--- src/rtl/parity_assembler_if.sv ---
// Byte-stream input and recovered-word output bundle for parity_assembler.
// master = upstream serializer/consumer side, slave = the assembler itself.
interface parity_assembler_if;
    logic [8:0]  S_in;
    logic        val_in;
    logic        done_in;
    logic [31:0] A_out;
    logic        valid;
    logic        perr;
    logic [3:0]  err_mask;
    logic        ferr;
    logic [2:0]  estado;

    modport master (
        output S_in, val_in, done_in,
        input  A_out, valid, perr, err_mask, ferr, estado
    );

    modport slave (
        input  S_in, val_in, done_in,
        output A_out, valid, perr, err_mask, ferr, estado
    );
endinterface

--- src/rtl/parity_assembler.sv ---
// Reassembles four 9-bit parity-tagged bytes (MSB first) into a 32-bit word, flagging
// parity and framing errors. Parity checking is built only when PARITY_CHECK_EN is defined.
module parity_assembler (
    input  logic              clk,
    input  logic              rst,
    parity_assembler_if.slave bus
);
    typedef enum logic [1:0] {
        W0 = 2'd0,
        W1 = 2'd1,
        W2 = 2'd2,
        W3 = 2'd3
    } state_t;

    state_t      state_q, state_d;
    logic        capture;
    logic        deliver;
    logic        ferr_d;
    logic [31:0] a_q;
    logic        valid_q;
    logic        ferr_q;

    always_ff @(posedge clk or negedge rst) begin
        if (!rst) state_q <= W0;
        else      state_q <= state_d;
    end

    always_comb begin
        state_d = state_q;
        capture = 1'b0;
        deliver = 1'b0;
        ferr_d  = 1'b0;
        case (state_q)
            W0: begin
                if (bus.val_in) begin
                    if (bus.done_in) begin
                        ferr_d = 1'b1;
                    end else begin
                        capture = 1'b1;
                        state_d = W1;
                    end
                end
            end
            W1, W2: begin
                if (bus.val_in && !bus.done_in) begin
                    capture = 1'b1;
                    state_d = (state_q == W1) ? W2 : W3;
                end else begin
                    // early done or a gap both abandon the partial frame
                    ferr_d  = 1'b1;
                    state_d = W0;
                end
            end
            W3: begin
                state_d = W0;
                if (bus.val_in) begin
                    deliver = 1'b1;
                    ferr_d  = !bus.done_in;
                end else begin
                    ferr_d  = 1'b1;
                end
            end
            default: state_d = W0;
        endcase
    end

    // Lanes 3..1 hold bytes 0..2 of the frame in progress; lane 0 is taken straight from S_in.
    generate
        for (genvar gi = 1; gi <= 3; gi++) begin : lanes
            localparam logic [1:0] LANE_ST = 2'(3 - gi);
            logic [7:0] lane_q;
            logic       bad_q;

            always_ff @(posedge clk or negedge rst) begin
                if (!rst) begin
                    lane_q <= 8'h00;
                    bad_q  <= 1'b0;
                end else if (capture && (state_q == LANE_ST)) begin
                    lane_q <= bus.S_in[7:0];
`ifdef PARITY_CHECK_EN
                    bad_q  <= ^bus.S_in;
`else
                    bad_q  <= 1'b0;
`endif
                end
            end
        end
    endgenerate

    always_ff @(posedge clk or negedge rst) begin
        if (!rst) begin
            a_q     <= 32'h0000_0000;
            valid_q <= 1'b0;
            ferr_q  <= 1'b0;
        end else begin
            valid_q <= deliver;
            ferr_q  <= ferr_d;
            if (deliver)
                a_q <= {lanes[3].lane_q, lanes[2].lane_q, lanes[1].lane_q, bus.S_in[7:0]};
        end
    end

`ifdef PARITY_CHECK_EN
    logic [3:0] mask_q;
    logic [3:0] mask_d;
    logic       perr_q;

    assign mask_d = {lanes[3].bad_q, lanes[2].bad_q, lanes[1].bad_q, ^bus.S_in};

    always_ff @(posedge clk or negedge rst) begin
        if (!rst) begin
            mask_q <= 4'b0000;
            perr_q <= 1'b0;
        end else begin
            perr_q <= deliver && (|mask_d);
            if (deliver)
                mask_q <= mask_d;
        end
    end

    assign bus.perr     = perr_q;
    assign bus.err_mask = mask_q;
`else
    logic unused_parity_bits;
    assign unused_parity_bits = bus.S_in[8] | lanes[3].bad_q | lanes[2].bad_q | lanes[1].bad_q;

    assign bus.perr     = 1'b0;
    assign bus.err_mask = 4'b0000;
`endif

    assign bus.A_out  = a_q;
    assign bus.valid  = valid_q;
    assign bus.ferr   = ferr_q;
    assign bus.estado = {1'b0, state_q};
endmodule

--- src/flat_wrapper.sv ---
// flat-port wrapper written by rule: the top's interface ports become plain ports
module parity_assembler_flat 
  (clk, rst, bus_S_in, bus_val_in, bus_done_in, bus_A_out, bus_valid, bus_perr, bus_err_mask, bus_ferr, bus_estado);
  parity_assembler_if bus_i ();
  input  logic clk;
  input  logic rst;
  input wire logic [$bits(bus_i.S_in)-1:0] bus_S_in;
  input wire logic [$bits(bus_i.val_in)-1:0] bus_val_in;
  input wire logic [$bits(bus_i.done_in)-1:0] bus_done_in;
  output wire logic [$bits(bus_i.A_out)-1:0] bus_A_out;
  output wire logic [$bits(bus_i.valid)-1:0] bus_valid;
  output wire logic [$bits(bus_i.perr)-1:0] bus_perr;
  output wire logic [$bits(bus_i.err_mask)-1:0] bus_err_mask;
  output wire logic [$bits(bus_i.ferr)-1:0] bus_ferr;
  output wire logic [$bits(bus_i.estado)-1:0] bus_estado;
  assign bus_i.S_in = bus_S_in;
  assign bus_i.val_in = bus_val_in;
  assign bus_i.done_in = bus_done_in;
  assign bus_A_out = bus_i.A_out;
  assign bus_valid = bus_i.valid;
  assign bus_perr = bus_i.perr;
  assign bus_err_mask = bus_i.err_mask;
  assign bus_ferr = bus_i.ferr;
  assign bus_estado = bus_i.estado;
  parity_assembler u_core (.clk(clk), .rst(rst), .bus(bus_i));
endmodule
--- config.mk ---
export PLATFORM = sky130hd
export DESIGN_NAME = parity_assembler_flat
export DESIGN_NICKNAME = d
export VERILOG_FILES = /design/src/rtl/parity_assembler_if.sv /design/src/rtl/parity_assembler.sv /design/src/flat_wrapper.sv
export SDC_FILE = /design/constraint.sdc
export NUM_CORES = 1
export LEC_CHECK = 0
export CAP_MARGIN = 10
export CORE_MARGIN = 2
export CORE_UTILIZATION = 50
export DETAILED_ROUTE_END_ITERATION = 8
export MAX_ROUTING_LAYER = met4
export PLACE_DENSITY = 0.79
export SYNTH_ARGS = -nofsm -noshare
export SYNTH_HDL_FRONTEND = slang
export SYNTH_SLANG_ARGS = --single-unit
--- constraint.sdc ---
create_clock -name clk -period 2.3 [get_ports clk]
set_input_delay 0.46 -clock clk [delete_from_list [all_inputs] [get_ports clk]]
set_output_delay 0.46 -clock clk [all_outputs]
set_load 0.02 [all_outputs]
==> reports/metrics.cfg, run 1 <==
[yosys]
synth_top_cell_area_share_pct = 61.1
synth_cell_types = 20
yosysSeqAreaShare_pct = 61.1
yosys_warnings = 0
ys_top_cells_by_area = dfrtp_1 61%, mux2_2 22%, mux2_4 4.9%
yosys.area.top_type = dfrtp_1
synth_area_um2 = 2460
avgSynthCellArea_um2 = 16.1
ys_ff_latch = 60
synthCells = 153

[critical_path]
arrival_ns = 2.35
r2r-start = u_core.state_q[0]
r2r_slack_ns = 0.15
criticalPathCategory = reg -> reg
cp-start-kind = flip-flop
regToRegEndpoint = u_core.lanes[2].lane_q[0]
critPathLaunch = u_core.state_q[0]
required_ns = 2.50
critPathMaxFanout = 8
crit_end = u_core.lanes[2].lane_q[0]
cp-end-kind = flip-flop
reg2reg_depth = 5

[timing]
drv_slew = 0
fin_crit_sh_pct = 93.5
hold_violations = 0
skew_ns = 0.00668
min_period_ns = 2.15
setup_viol = 0
tns_ns = 0
max_clock_freq_ghz = 0.465
whs_ns = 0.0656
rsz0062_at_grt = false

[grt]
grt_start_max_net_pins = 34
antenna_found_initial = 0
grt_pass1_vias = 1497
overflow = 0
grt_pass1_wl_um = 7270
grt_usage_pct = 19.1

[floorplanning]
die-area_um2 = 5490
die_x_um = 74.1
core_area_um2 = 4720
ioPinCount = 55
rows = 25
die_h_um = 74.1
start_util_pct = 52.1

[routing]
vias = 1401
dr.pass1.iters = 4
drc = 0
antenna_left = 0
viasPerCell = 4.95
wire_per_inst_um = 16.2
dr.first_iter.drc_count = 74
routed_wl_um = 4580

[placed_design]
globalplace.congestion = 0.816
io_buffers = 47
dp_hpwl_um = 3190

[cts]
clockRootBuffer = clkbuf_8
clock_tree.htree_level_count = 3
clk_pin_slew_ns = 0.06
cts.repair.resized = 0
cts_setup_buffers = 0
cts_tree = yes
worstSkewPairLatency_ns = 0.33
clkSinkCount = 60
cts_buffer_depth = 2
ctsHoldBuffers = 0
cts_made_buffers = 9

[status]
status = finished clean

[power]
power.density_nw_per_um2 = 1360
leakage_nw = 1.49
vdd_drop_max_mv = 0.694

[finish]
antenna_cells = 0
nNetsFinal = 231
drive_gt1_share_pct = 37.0
syn_to_final_growth_pct = 29.4

[min_path]
hp-class = in -> async

[job]
cap_violations = 0

==> registers in the layout, summed over array words and instances (netlist names) <==
name and cells:
u_core.bus.ferr 1, u_core.bus.A_out 32, u_core.state_q 2, u_core.bus.valid 1, u_core.lanes.lane_q 24
==> area by class of cell <==
| class | instances | area [um^2] |
|---|---|---|
| inverter | 3 | 11.3 |
| tap | 67 | 83.8 |
| fill | 323 | 1540 |
| clock inverter | 2 | 10.0 |
| sequential | 60 | 1500 |
| timing repair buffer | 54 | 531 |
| multi-input combinational | 84 | 886 |
| clock buffer | 13 | 159 |
==> per-layer routing <==
| metal | wire length, um | vias to the layer above | share of wire [%] | GRT usage (%) |
|---|---|---|---|---|
| met4 | 36 | 0 | 0.79 | 9.29 |
| met1 | 2000 | 717 | 44 | 22.4 |
| met3 | 203 | 4 | 4.4 | 5.69 |
| met5 | 0 | - | 0 | - |
| li1 | - | 641 | - | - |
| met2 | 2330 | 39 | 51 | 30.1 |
==> per-stage QoR <==
stage / instance area [um^2] / utilization [%] / setup WS (ns) / cells / power (mW)
after global routing: 3180 / 67.4 / 0.0829 / 283 / 4.56
after floorplan: 2480 / - / 0.198 / 158 / 2.78
after CTS: 3180 / 67.4 / 0.166 / 283 / 4.38
after detailed placement: 3010 / 63.8 / 0.121 / 268 / 3.55
final: 3180 / 67.4 / 0.149 / 283 / 4.33
after global placement: 3010 / 63.8 / 0.168 / 268 / 3.44
==> cells in the final DEF, fill, tap and decap left out, drive strengths merged <==
| master | instances |
|---|---|
| inv | 3 |
| nor2 | 2 |
| clkdlybuf4s50 | 46 |
| clkinv | 2 |
| ha | 6 |
| a211oi | 3 |
| or4b | 1 |
| a311o | 1 |
| nor4b | 1 |
| nand2b | 2 |
| dfrtp | 60 |
| nor3b | 2 |
| mux2 | 56 |
| nand3 | 1 |
| buf | 8 |
| nand2 | 2 |
| clkbuf | 13 |
| conb | 6 |
| o21ai | 1 |
==> how the worst min path moves through the flow <==
stage | to | start | cells after the start | slack [ns]
floorplan | u_core.bus.A_out[0] | rst | 0 | 0.16
global placement | u_core.bus.A_out[5] | rst | 1 | 0.41
detailed placement | u_core.bus.A_out[0] | rst | 1 | 0.42
finish | u_core.bus.A_out[0] | rst | 1 | 0.07
CTS | u_core.bus.A_out[0] | rst | 1 | 0.06
global route | u_core.bus.A_out[17] | rst | 1 | 0.09
==> cells by family after synthesis <==
| kind of cell | after synthesis | synth area share (%) |
|---|---|---|
| flip-flops | 60 | 61.1 |
| multiplexers | 56 | 26.9 |
| buffers and inverters | 14 | 3.66 |
| AND/OR/NAND/NOR | 11 | 3.66 |
| adder cells (fa/ha/maj) | 6 | 3.05 |
| AO/OA/AOI/OAI | 5 | 1.53 |
| other | 1 | 0.153 |
==> synth_stat cells <==
| cell | n |
|---|---|
| a211oi_1 | 3 |
| a311o_1 | 1 |
| buf_1 | 3 |
| buf_4 | 6 |
| buf_6 | 2 |
| conb_1 | 1 |
| dfrtp_1 | 60 |
| ha_1 | 6 |
| inv_1 | 3 |
| mux2_2 | 48 |
| mux2_4 | 8 |
| nand2_1 | 2 |
| nand2b_1 | 2 |
| nand3_1 | 1 |
| nor2_1 | 2 |
| nor3b_1 | 1 |
| nor3b_2 | 1 |
| nor4b_4 | 1 |
| o21ai_0 | 1 |
| or4b_4 | 1 |
==> critical path, stage by stage, from the launching register on <==
cell and delay, ns:
dfrtp_1 0.46, inv_1 0.13, ha_1 0.38, nor2_1 0.11
or4b_4 0.61, mux2_4 0.34
==> power breakdown <==
part	switching [mW]	internal [mW]	leakage [nW]	total, mW
Clock	0.371	0.441	0.0893	0.812
Combinational	0.777	0.983	0.637	1.76
Sequential	0.249	1.51	0.761	1.76
Total	1.40	2.93	1.49	4.33
Note: power is estimated with default switching activity, not from simulation.
==> run 2: changes to the inputs <==
--- a/config.mk
+++ b/config.mk
@@ -5,10 +5,11 @@
 export SDC_FILE = /design/constraint.sdc
 export NUM_CORES = 1
 export LEC_CHECK = 0
-export CAP_MARGIN = 10
+export CAP_MARGIN = 20
 export CORE_MARGIN = 2
 export CORE_UTILIZATION = 50
 export DETAILED_ROUTE_END_ITERATION = 8
+export GPL_ROUTABILITY_DRIVEN = 0
 export MAX_ROUTING_LAYER = met4
 export PLACE_DENSITY = 0.79
 export SYNTH_ARGS = -nofsm -noshare
==> results of run 2 <==
Final layout, timing and power as in run 1 (identical DEF).
